File: src/rtl/ser7_link_ctrl.sv
// ser7_link_ctrl
// Link sequencer for a 7:1 DDR serializer, clocked by the serializer's
// parallel clock. It holds the serializer in reset, then sends a training
// burst, then streams source words over a valid/ready handshake. It sends
// IDLE_WORD whenever no word is accepted.
//
// Optional feature: define SER7_LINK_RESYNC_EN to compile in the period
// counter and the RESYNC state. That state sends a 2-word training burst
// every RESYNC_PERIOD DATA cycles.
//
// Ports
//   i_clk        parallel clock (serializer pclk)
//   i_reset      asynchronous, active-high reset
//   i_enable     link enable; low forces RESET_HOLD
//   i_data[6:0]  source word
//   i_valid      source word valid
//   o_ready      word accepted this cycle (combinational)
//   o_din[6:0]   registered word to serializer din
//   o_ser_reset  registered serializer reset, active-high
//   o_trained    high in DATA and RESYNC
//   o_state[1:0] 0=RESET_HOLD 1=TRAIN 2=DATA 3=RESYNC
//   o_sent_cnt   accepted-word count, wraps
//
// state       | meaning
// ------------+----------------------------------------------------
// RESET_HOLD  | serializer held in reset for RST_HOLD enabled cycles
// TRAIN       | TRAIN_WORD sent for TRAIN_WORDS cycles
// DATA        | source words streamed, IDLE_WORD when none accepted
// RESYNC      | 2 TRAIN_WORDs sent, source stalled (macro builds only)

module ser7_link_ctrl #(
   parameter int unsigned RST_HOLD      = 8,
   parameter int unsigned TRAIN_WORDS   = 16,
   parameter logic [6:0]  TRAIN_WORD    = 7'b1010101,
   parameter logic [6:0]  IDLE_WORD     = 7'b0000000,
   parameter int unsigned RESYNC_PERIOD = 1024
) (
   input  logic        i_clk,
   input  logic        i_reset,
   input  logic        i_enable,
   input  logic [6:0]  i_data,
   input  logic        i_valid,
   output logic        o_ready,
   output logic [6:0]  o_din,
   output logic        o_ser_reset,
   output logic        o_trained,
   output logic [1:0]  o_state,
   output logic [15:0] o_sent_cnt
);

   typedef enum logic [1:0] {
      ST_RESET_HOLD = 2'd0,
      ST_TRAIN      = 2'd1,
      ST_DATA       = 2'd2,
      ST_RESYNC     = 2'd3
   } state_t;

   if (RST_HOLD < 1 || RST_HOLD > 255 || TRAIN_WORDS < 1 || TRAIN_WORDS > 255
       || RESYNC_PERIOD < 4 || RESYNC_PERIOD > 65535) begin : g_bad_params
      $error("ser7_link_ctrl: parameter out of range");
   end

   state_t     state;
   logic [7:0] hold_cnt;
   logic [7:0] train_cnt;
   logic       resync_due;

`ifdef SER7_LINK_RESYNC_EN
   logic [15:0] period_cnt;
   logic        rs_cnt;

   // The last cycle of each period is a DATA cycle with ready held low.
   assign resync_due = (period_cnt == 16'(RESYNC_PERIOD - 1));
`else
   assign resync_due = 1'b0;
`endif

   assign o_ready = i_enable && (state == ST_DATA) && !resync_due;
   assign o_state = state;

   always_ff @(posedge i_clk or posedge i_reset) begin
      if (i_reset) begin
         state       <= ST_RESET_HOLD;
         hold_cnt    <= '0;
         train_cnt   <= '0;
         o_din       <= IDLE_WORD;
         o_ser_reset <= 1'b1;
         o_trained   <= 1'b0;
         o_sent_cnt  <= '0;
`ifdef SER7_LINK_RESYNC_EN
         period_cnt  <= '0;
         rs_cnt      <= 1'b0;
`endif
      end else if (!i_enable) begin
         // The sent count survives an enable drop; only i_reset clears it.
         state       <= ST_RESET_HOLD;
         hold_cnt    <= '0;
         train_cnt   <= '0;
         o_din       <= IDLE_WORD;
         o_ser_reset <= 1'b1;
         o_trained   <= 1'b0;
      end else begin
         case (state)
            ST_RESET_HOLD: begin
               if (hold_cnt == 8'(RST_HOLD - 1)) begin
                  state       <= ST_TRAIN;
                  hold_cnt    <= '0;
                  train_cnt   <= '0;
                  o_ser_reset <= 1'b0;
                  o_din       <= TRAIN_WORD;
               end else begin
                  hold_cnt <= hold_cnt + 8'd1;
               end
            end
            ST_TRAIN: begin
               if (train_cnt == 8'(TRAIN_WORDS - 1)) begin
                  state     <= ST_DATA;
                  train_cnt <= '0;
                  o_din     <= IDLE_WORD;
                  o_trained <= 1'b1;
`ifdef SER7_LINK_RESYNC_EN
                  period_cnt <= '0;
`endif
               end else begin
                  train_cnt <= train_cnt + 8'd1;
                  o_din     <= TRAIN_WORD;
               end
            end
            ST_DATA: begin
               if (o_ready && i_valid) begin
                  o_din      <= i_data;
                  o_sent_cnt <= o_sent_cnt + 16'd1;
               end else begin
                  o_din <= IDLE_WORD;
               end
`ifdef SER7_LINK_RESYNC_EN
               if (resync_due) begin
                  state  <= ST_RESYNC;
                  o_din  <= TRAIN_WORD;
                  rs_cnt <= 1'b0;
               end else begin
                  period_cnt <= period_cnt + 16'd1;
               end
`endif
            end
`ifdef SER7_LINK_RESYNC_EN
            ST_RESYNC: begin
               if (rs_cnt) begin
                  state      <= ST_DATA;
                  o_din      <= IDLE_WORD;
                  period_cnt <= '0;
                  rs_cnt     <= 1'b0;
               end else begin
                  rs_cnt <= 1'b1;
                  o_din  <= TRAIN_WORD;
               end
            end
`endif
            default: begin
               // RESYNC is unreachable without the feature; recover via reset hold.
               state       <= ST_RESET_HOLD;
               hold_cnt    <= '0;
               o_din       <= IDLE_WORD;
               o_ser_reset <= 1'b1;
               o_trained   <= 1'b0;
            end
         endcase
      end
   end

endmodule
File: config.mk
export PLATFORM = sky130hd
export DESIGN_NAME = ser7_link_ctrl
export DESIGN_NICKNAME = d
export VERILOG_FILES = /design/src/rtl/ser7_link_ctrl.sv
export SDC_FILE = /design/constraint.sdc
export NUM_CORES = 1
export LEC_CHECK = 0
export CORE_MARGIN = 2
export CORE_UTILIZATION = 40
export DETAILED_ROUTE_END_ITERATION = 8
export SYNTH_ARGS = -nofsm -noshare
export SYNTH_HDL_FRONTEND = slang
export SYNTH_SLANG_ARGS = --single-unit
File: constraint.sdc
create_clock -name i_clk -period 2.4 [get_ports i_clk]
set_clock_uncertainty 0.1 [all_clocks]
set_input_delay 0.36 -clock i_clk [delete_from_list [all_inputs] [get_ports i_clk]]
set_output_delay 0.36 -clock i_clk [all_outputs]
set_load 0.02 [all_outputs]
==> flow_summary.json, run 1 <==
{
  "core_region_area_mm2": 0.00547,
  "mostFrequentLayoutCell": "sky130_fd_sc_hd__dfrtp_1",
  "leakage_power_total_uw": 0.00128,
  "critical_path.reg2reg.endpoint": "o_sent_cnt[14]",
  "post_drt_via_cell_ratio": 5.23,
  "setup_viol_count_final": 0,
  "via_count_of_the_first_global_routing_pass": 1878,
  "worstSetupStartpoint": "o_state[0]",
  "die_h_um": 78.9,
  "final_hold_viol_count": 0,
  "power.share.sequential_pct": 57.8,
  "synthCells": 235,
  "layout.core_utilization_pct": 52.7,
  "die-width_um": 78.9,
  "net-switching-power_uw": 300,
  "globalRouteOverflowTotal": 0,
  "logic_depth_of_the_worst_path_buffers_included": 6,
  "routed_wl_mm": 4.92,
  "nNetsFinal": 308,
  "worst_path_dominant_cell_family": "simple AND/OR/NAND/NOR gates",
  "sinks_on_the_clock_net": 43,
  "slew-limit-headroom_pct": 52.2,
  "area_of_the_die_mm2": 0.00622,
  "achievable-frequency_mhz": 454,
  "post_route_cells_drive_above_1_share_pct": 9.66,
  "timing_max_transition_violations_final": 0,
  "power.ir.vdd_worst_mv": 0.283,
  "setup-tns-final_ns": 0,
  "gp_congestion": 0.785,
  "setup.reg_to_reg.worst_slack_ns": 0.20,
  "grt_max_degree": 27,
  "synth_seq_area_share_pct": 48.1,
  "timing.max_cap.violations": 0,
  "worstSetupStartpointType": "flip-flop",
  "grt_use_total_pct": 17.2,
  "floorplan.rows": 27,
  "drt.antenna.violating_nets": 0,
  "synthDistinctLibCells": 40,
  "drc_errors": 0,
  "p_int_uw": 982,
  "worst_path_clk_slew_ns": 0.08,
  "drt_pre_antenna_iters": 4,
  "syn_avg_cell_area_um2": 9.54,
  "postSynth.asyncResetShare_pct": 100,
  "placed_cell_area_mm2": 0.00281,
  "tritoncts": "yes",
  "r2r_cells": 6,
  "clock_latency_ns": 0.29,
  "worstPathMaxFanout": 6,
  "p_comb_share_pct": 7.6,
  "synth_enable_flop_cells": 0,
  "switching_share_pct": 23.4,
  "io_buffer_count": 38,
  "flow.area_growth_from_synthesis_pct": 28.8,
  "critical_path.n_buffers_inverters": 1,
  "unrepaired_setup_endpoints_after_global_routing": "false",
  "postSynthNetCount": 254,
  "worst_tran_pin_value_ns": 0.712,
  "end_kind": "flip-flop",
  "worstPathRequired_ns": 2.52,
  "start_util_pct": 40.9,
  "fin_crit_sh_pct": 91.9,
  "design_power_total_uw": 1280,
  "final_cell_mix": "sky130_fd_sc_hd__dfrtp_1, sky130_fd_sc_hd__clkdlybuf4s50_1, sky130_fd_sc_hd__nand2_1",
  "post_synth_instance_area_mm2": 0.00224,
  "cp_class": "flip-flop to flip-flop",
  "worstReg2RegStart": "o_state[0]",
  "initial_antenna_violation_count": 0,
  "power_density_mw_per_mm2": 444,
  "cts_bufs_inserted": 5,
  "outcome": "finished clean",
  "routed-via-count": 1894,
  "postCtsSetupRepairBufs": 0,
  "ctsHtreeMaxLevel": 2,
  "postSynthRegisterBits": 43,
  "clock_path_buffers": 2,
  "synth_top_flop_cell": "sky130_fd_sc_hd__dfrtp_1",
  "cts-root-buf": "sky130_fd_sc_hd__clkbuf_8",
  "finalWorstSetupSlack_ns": 0.195,
  "wire_length_of_the_first_global_routing_pass_mm": 8.54,
  "pin_count": 39,
  "crit_slowest_cell": "sky130_fd_sc_hd__or4_1",
  "post-route-cell-area_mm2": 0.00289,
  "finalWorstPathRequiredPeriod_ns": 2.20,
  "drtIter0Drc": 153,
  "yosys_warnings": 0,
  "timing.critical_path.cells": "inv_1 -> ha_1 -> nand4_2 -> or4_1 -> nor3_2 -> xor2_1",
  "fillers": 520,
  "cp.arrival_ns": 2.32,
  "hp-class": "input pin to async pin",
  "wl_per_cell_um": 13.6,
  "post-place-ws_ns": 0.133,
  "cpPeakStageDelay_ns": 0.63,
  "num_antenna_cells": 0,
  "power_frac_clock_pct": 34.7,
  "detailedPlacementHpwl_mm": 3.71
}
## flip-flops by register name, indices dropped and copies added (netlist names)
signal       count
o_sent_cnt      16
hold_cnt         8
train_cnt        8
o_din            7
o_state          2
o_ser_reset      1
o_trained        1
## layer usage
layer | GRT usage, % | up-vias | share of wire (%) | wire [um]
li1 | - | 938 | - | -
met2 | 27.7 | 39 | 47 | 2310
met3 | 3.52 | 5 | 3.9 | 194
met4 | 6.03 | 0 | 1.1 | 55
met1 | 23.1 | 912 | 48 | 2360
met5 | 0 | - | 0 | 0
## power by group through the flow
stage	registers, uW	logic (uW)	clock network [uW]
final	740	96.9	444
after global routing	742	110	494
after CTS	740	98.9	469
after detailed placement	754	98.1	0
after global placement	754	97.7	0
after floorplan	757	44.6	0
## worst reg2reg max path: cells and delay by family (launching register included)
family	cells	cell delay [ns]
XOR/XNOR	1	0.16
adder cells (fa/ha/maj)	1	0.28
buffers and inverters	1	0.15
flip-flops	1	0.45
AND/OR/NAND/NOR	3	0.99
## area by class of cell
class	count	area, um2	area share (%)
flip-flops and latches	43	1080	37.3
clock buffers	7	76.3	2.64
well taps	72	90.1	3.12
clock inverters	1	5.00	0.173
multi-input cells	175	1100	38.0
repair buffers	52	497	17.2
inverters	12	45.0	1.56
## cell usage after synthesis (2+ instances only)
| master | n | area share (%) |
|---|---|---|
| sky130_fd_sc_hd__a22o_1 | 2 | 0.78 |
| sky130_fd_sc_hd__or4_1 | 2 | 0.67 |
| sky130_fd_sc_hd__a21oi_1 | 10 | 2.2 |
| sky130_fd_sc_hd__nor3_2 | 2 | 0.89 |
| sky130_fd_sc_hd__a211o_1 | 5 | 2.0 |
| sky130_fd_sc_hd__xor2_1 | 5 | 2.0 |
| sky130_fd_sc_hd__ha_1 | 8 | 4.5 |
| sky130_fd_sc_hd__xnor2_1 | 12 | 4.7 |
| sky130_fd_sc_hd__and2_1 | 3 | 0.84 |
| sky130_fd_sc_hd__clkbuf_1 | 2 | 0.34 |
| sky130_fd_sc_hd__inv_1 | 12 | 2.0 |
| sky130_fd_sc_hd__buf_2 | 3 | 0.67 |
| sky130_fd_sc_hd__and3_1 | 2 | 0.56 |
| sky130_fd_sc_hd__nor4b_1 | 2 | 0.78 |
| sky130_fd_sc_hd__nor2b_1 | 3 | 0.84 |
| sky130_fd_sc_hd__nor3_1 | 11 | 2.5 |
| sky130_fd_sc_hd__o2bb2ai_1 | 3 | 1.2 |
| sky130_fd_sc_hd__nor4_1 | 3 | 0.84 |
| sky130_fd_sc_hd__nand2_1 | 32 | 5.4 |
| sky130_fd_sc_hd__nand4_1 | 5 | 1.4 |
| sky130_fd_sc_hd__o21ai_0 | 16 | 3.6 |
| sky130_fd_sc_hd__dfrtp_1 | 42 | 47 |
| sky130_fd_sc_hd__nand3_1 | 16 | 3.6 |
| sky130_fd_sc_hd__nor2_1 | 16 | 2.7 |
| sky130_fd_sc_hd__mux2_2 | 2 | 1.0 |
| sky130_fd_sc_hd__o31ai_1 | 2 | 0.67 |
## worst max path at each step
stage	endpoint
after floorplan	o_sent_cnt[14]
after global placement	o_sent_cnt[14]
after detailed placement	o_sent_cnt[14]
after CTS	o_sent_cnt[14]
after global routing	o_sent_cnt[14]
final	o_sent_cnt[14]
## kinds of logic (layout without fill, tap and decap cells)
logic type / count (synthesis) / in the layout / share of synthesized area, %
simple gates: 103 / 103 / 23.6
compound gates: 45 / 45 / 13.2
flops: 43 / 43 / 48.1
xor+xnor: 17 / 17 / 6.64
buf+inv: 17 / 72 / 3.01
fa+ha+maj: 8 / 8 / 4.47
mux: 2 / 2 / 1.00
## per-stage QoR
step                      hold slack (ns)  std cells
after global placement              0.371        354
after global routing                0.350        362
after floorplan                     0.366        235
final                               0.306        362
after CTS                           0.314        362
after detailed placement            0.371        354
## repair_timing
item                       4_1_cts  5_1_grt
gates resized for setup          1        1
pin swaps                        0        0
setup endpoints to repair        1        4
hold buffers                     0        0
Power figures use the tool's default switching activity.
==> run 2, diff against run 1 <==
CAP_MARGIN = 10   (was not set)
PLACE_DENSITY = 0.66   (was not set)
clock period = 1.9 ns   (was 2.4 ns; I/O delays follow)
==> run 2 against run 1 <==
Against the previous run: sequential power grew 26%; count of clock-buffer cells in the layout shrank 1; setup slack lost 0.16 ns; first-iteration DRC count shrank 36%; highest routed layer unchanged; utilization grew 8.4 points; combinational power grew 56%; cell area grew 16%; via count grew 7.9%; cell count grew 8.8%; worst hold slack lost 0.086 ns.
==> flow_summary.json, run 2 (synthesized netlist as in run 1, its figures left out) <==
{
  "area_of_the_die_mm2": 0.00622,
  "end_kind": "flip-flop",
  "drtIter0Drc": 98,
  "worstPathMaxFanout": 4,
  "power.share.sequential_pct": 48.5,
  "post-route-cell-area_mm2": 0.00335,
  "drc_errors": 0,
  "finalWorstSetupSlack_ns": 0.0338,
  "die-width_um": 78.9,
  "sinks_on_the_clock_net": 43,
  "nNetsFinal": 340,
  "mostFrequentLayoutCell": "sky130_fd_sc_hd__buf_4",
  "cts-root-buf": "sky130_fd_sc_hd__clkbuf_8",
  "finalWorstPathRequiredPeriod_ns": 1.87,
  "power_frac_clock_pct": 43.6,
  "timing.critical_path.cells": "inv_4 -> buf_6 -> ha_4 -> nand4_4 -> buf_6 -> nor4_4 -> buf_4 -> nand3_2 -> xnor2_1",
  "leakage_power_total_uw": 0.00153,
  "cp_class": "flip-flop to flip-flop",
  "unrepaired_setup_endpoints_after_global_routing": "true",
  "final_cell_mix": "sky130_fd_sc_hd__buf_4, sky130_fd_sc_hd__dfrtp_1, sky130_fd_sc_hd__clkdlybuf4s50_1, sky130_fd_sc_hd__nand2_1",
  "detailedPlacementHpwl_mm": 3.99,
  "timing.max_cap.violations": 0,
  "power_density_mw_per_mm2": 574,
  "area.sequential_mm2": 0.00108,
  "globalRouteOverflowTotal": 0,
  "largest_reg_flops": 16,
  "post_drt_via_cell_ratio": 5.19,
  "floorplan.rows": 27,
  "wire_length_of_the_first_global_routing_pass_mm": 9.22,
  "num_antenna_cells": 0,
  "tritoncts": "yes",
  "finalHoldWorstSlack_ns": 0.219,
  "cts_bufs_inserted": 5,
  "die_h_um": 78.9,
  "postCtsHoldBufs": 0,
  "gp_congestion": 0.865,
  "worstPathRequired_ns": 1.99,
  "grt_use_total_pct": 18.5,
  "achievable-frequency_mhz": 536,
  "power.ir.vdd_worst_mv": 0.324,
  "routed-via-count": 2043,
  "post_route_cells_drive_above_1_share_pct": 26.1,
  "core_region_area_mm2": 0.00547,
  "start_util_pct": 40.9,
  "flow.area_growth_from_synthesis_pct": 49.4,
  "initial_antenna_violation_count": 0,
  "worst_path_most_repeated_cell": "sky130_fd_sc_hd__buf_6",
  "routed_wl_mm": 5.51,
  "outcome": "finished clean",
  "wl_per_cell_um": 14.0,
  "drt_pre_antenna_iters": 4,
  "setup-tns-final_ns": 0,
  "slew-limit-headroom_pct": 75.8,
  "worstSetupStartpointType": "flip-flop",
  "clock_latency_ns": 0.30,
  "cpPeakStageDelay_ns": 0.43,
  "fin_crit_sh_pct": 98.2,
  "grt_max_degree": 44,
  "io_buffer_count": 38,
  "clock_path_buffers": 2,
  "via_count_of_the_first_global_routing_pass": 2030,
  "post-place-ws_ns": -0.237,
  "p_comb_share_pct": 7.9,
  "setup_viol_count_final": 0,
  "crit_slowest_cell": "sky130_fd_sc_hd__dfrtp_2",
  "net-switching-power_uw": 396,
  "worst_path_clk_slew_ns": 0.08,
  "multi_input_area_mm2": 0.00125,
  "drt.antenna.violating_nets": 0,
  "hp-class": "input pin to async pin",
  "cp.arrival_ns": 1.95,
  "pin_count": 39,
  "p_int_uw": 1520,
  "fillers": 483,
  "worst_tran_pin_value_ns": 0.359,
  "ctsHtreeMaxLevel": 2,
  "reg.largest.list": "o_sent_cnt x16, hold_cnt x8, train_cnt x8",
  "switching_share_pct": 20.6,
  "final_hold_viol_count": 0,
  "max_flop_register": "o_sent_cnt",
  "placed_cell_area_mm2": 0.00306,
  "timing_max_transition_violations_final": 0
}
-- run 2: routing by layer --
metal	vias to the layer above	track usage, %	part of all wire [%]
met5	-	0	0
met4	0	4.14	0.78
met3	5	4.66	4.6
met2	47	31.5	49
met1	986	24.0	45
li1	1005	-	-
-- run 2: cell type report --
type	instances	share of cell area, %
clock inverter	2	1.79
timing repair buffer	84	22.2
sequential	43	32.2
multi-input combinational	175	37.4
inverter	12	1.42
clock buffer	6	2.17
tap	72	2.69
-- run 2: power by group through the flow --
stage                     clock (uW)  combinational, uW  sequential [uW]
after floorplan                    0               57.2              956
after global placement             0                141              951
after detailed placement           0                144              952
after CTS                        851                146              933
after global routing             897                167              935
final                            838                151              933
-- run 2: what timing repair did --
item	4_1_cts	5_1_grt
buffers inserted	0	3
pin swaps	0	2
gates resized for setup	9	23
endpoints found under the setup margin	11	20
-- run 2: per-stage QoR --
step	cells	utilization [%]	power (uW)
2_1_floorplan	235	-	1010
3_3_place_gp	383	56.0	1090
3_5_place_dp	383	56.0	1100
4_1_cts	391	59.0	1930
5_1_grt	394	61.2	2000
6_report	394	61.2	1920
-- run 2: final timing paths --
path                            slack [ns]              to         from  depth (start not counted)
worst max-delay path                  0.03  o_sent_cnt[15]   o_state[0]                          9
worst min-delay path                  0.22    train_cnt[2]      i_reset                          3
worst max register to register        0.03  o_sent_cnt[15]   o_state[0]                          9
worst min register to register        0.36     o_ser_reset  o_ser_reset                          2
max in group asynchronous             1.21     o_ser_reset      i_reset                          3
min in group i_clk                    0.36     o_ser_reset  o_ser_reset                          2
-- run 2: critical path: cells and delay by family (launching register included) --
kind / cells / cell delay (ns)
DFF: 1 / 0.43
adders and majority gates: 1 / 0.15
buffers and inverters: 4 / 0.50
xor gates and xnor gates: 1 / 0.13
and+or+nand+nor: 3 / 0.43
==> run 3, diff against run 2 <==
CORE_ASPECT_RATIO = 1.75   (was not set)
==> run 3 against run 2 <==
Against the previous run: flip-flop and latch count is the same; largest power group unchanged; combinational power shrank 5%; count of clock-buffer cells in the layout is the same; routed wire length grew 1.5%; utilization shrank 1.8 points; setup slack gained 0.034 ns; critical endpoint is now o_state[0]; sequential share of layout area grew 0.90 points; clock power shrank 25%.
==> flow_summary.json, run 3 (synthesized netlist as in run 1, its figures left out) <==
{
  "drt_pre_antenna_iters": 4,
  "worstReg2RegStart": "o_state[1]",
  "core_region_area_mm2": 0.00550,
  "placed_cell_area_mm2": 0.00302,
  "hp-class": "input pin to async pin",
  "worst_path_clk_slew_ns": 0.09,
  "power.ir.vdd_worst_mv": 0.431,
  "fin_crit_sh_pct": 96.4,
  "worst_tran_pin_value_ns": 0.460,
  "wl_per_cell_um": 14.2,
  "layout.core_utilization_pct": 59.3,
  "wire_length_of_the_first_global_routing_pass_mm": 9.27,
  "detailedPlacementHpwl_mm": 4.17,
  "cts-root-buf": "sky130_fd_sc_hd__clkbuf_8",
  "routed-via-count": 2047,
  "end_kind": "primary output",
  "drc_errors": 0,
  "r2r_cells": 6,
  "leakage_power_total_uw": 0.00147,
  "timing_max_transition_violations_final": 0,
  "clock_latency_ns": 0.30,
  "routed_wl_mm": 5.59,
  "final_cell_mix": "sky130_fd_sc_hd__dfrtp_1, sky130_fd_sc_hd__buf_4, sky130_fd_sc_hd__clkdlybuf4s50_1, sky130_fd_sc_hd__nand2_1, sky130_fd_sc_hd__nor2_1",
  "cts_bufs_inserted": 5,
  "fillers": 483,
  "io_buffer_count": 38,
  "start_util_pct": 40.8,
  "post_drt_via_cell_ratio": 5.21,
  "cp.arrival_ns": 1.45,
  "p_comb_share_pct": 8.4,
  "cp_class": "flip-flop to primary output",
  "power.share.sequential_pct": 54.6,
  "flow.area_growth_from_synthesis_pct": 45.5,
  "nNetsFinal": 335,
  "die_h_um": 103,
  "outcome": "finished clean",
  "initial_antenna_violation_count": 0,
  "post-route-cell-area_mm2": 0.00326,
  "finalWorstPathRequiredPeriod_ns": 1.83,
  "drtIter0Drc": 44,
  "power_density_mw_per_mm2": 524,
  "post_route_cells_drive_above_1_share_pct": 24.3,
  "postCtsHoldBufs": 0,
  "grt_max_degree": 44,
  "p_int_uw": 1290,
  "power_frac_clock_pct": 36.9,
  "clock_path_buffers": 2,
  "floorplan.rows": 36,
  "reg.largest.list": "o_sent_cnt x16, hold_cnt x8, train_cnt x8",
  "timing.max_cap.violations": 0,
  "setup_viol_count_final": 0,
  "die-width_um": 60.6,
  "finalWorstSetupSlack_ns": 0.0678,
  "area_of_the_die_mm2": 0.00624,
  "setup-tns-final_ns": 0,
  "max_flop_register": "o_sent_cnt",
  "ctsHtreeMaxLevel": 2,
  "largest_reg_flops": 16,
  "sinks_on_the_clock_net": 43,
  "via_count_of_the_first_global_routing_pass": 2075,
  "worstPathMaxFanout": 5,
  "switching_share_pct": 24.3,
  "final_hold_viol_count": 0,
  "worstSetupStartpoint": "o_state[0]",
  "worstSetupStartpointType": "flip-flop",
  "design_power_total_uw": 1710,
  "num_antenna_cells": 0,
  "mostFrequentLayoutCell": "sky130_fd_sc_hd__dfrtp_1",
  "slew-limit-headroom_pct": 69.1,
  "grt_use_total_pct": 19.6,
  "tritoncts": "yes",
  "gp_congestion": 0.806,
  "post-place-ws_ns": -0.259,
  "achievable-frequency_mhz": 546,
  "net-switching-power_uw": 415,
  "globalRouteOverflowTotal": 0,
  "worstPathRequired_ns": 1.51,
  "pin_count": 39,
  "drt.antenna.violating_nets": 0
}
[run 3: critical path, stage by stage (launching register included)]
cell and delay [ns]:
sky130_fd_sc_hd__dfrtp_2 0.39, sky130_fd_sc_hd__buf_4 0.15, sky130_fd_sc_hd__clkdlybuf4s50_1 0.61
[run 3: per-layer routing]
metal | GRT usage [%] | share of wire [%] | up-vias
met1 | 21.4 | 37 | 989
li1 | - | - | 987
met4 | 9.70 | 3.8 | 0
met2 | 35.6 | 56 | 52
met5 | 0 | 0 | -
met3 | 2.63 | 2.9 | 19
[run 3: area by class of cell]
type / instances / area, um2 / area share, %
multi-input combinational: 175 / 1230 / 37.6
sequential: 43 / 1080 / 33.2
timing repair buffer: 79 / 709 / 21.8
tap: 76 / 95.1 / 2.92
clock buffer: 6 / 82.6 / 2.53
inverter: 12 / 50.0 / 1.53
clock inverter: 2 / 16.3 / 0.499
[run 3: per-stage QoR]
stage / hold slack, ns / instances
floorplan: 0.321 / 235
global placement: 0.355 / 381
detailed placement: 0.352 / 381
CTS: 0.255 / 389
global route: 0.273 / 393
finish: 0.245 / 393
[run 3: worst paths after layout]
path | to | slack, ns
worst max-delay path | o_state[0] | 0.07
worst min register to register | o_ser_reset | 0.36
max in group asynchronous | o_ser_reset | 1.19
worst max register to register | train_cnt[7] | 0.10
worst min-delay path | o_sent_cnt[10] | 0.25
min in group i_clk | o_ser_reset | 0.36
[run 3: repair_timing]
item | 4_1_cts | 5_1_grt
gates resized for setup | 9 | 19
setup buffers | 0 | 5
pin swaps | 0 | 7
endpoints found under the setup margin | 9 | 25
[run 3: power by group through the flow]
stage	clock, uW	sequential [uW]	combinational, uW
floorplan	0	956	57.2
global placement	0	951	138
detailed placement	0	951	139
CTS	648	933	140
global route	680	934	161
finish	630	933	144
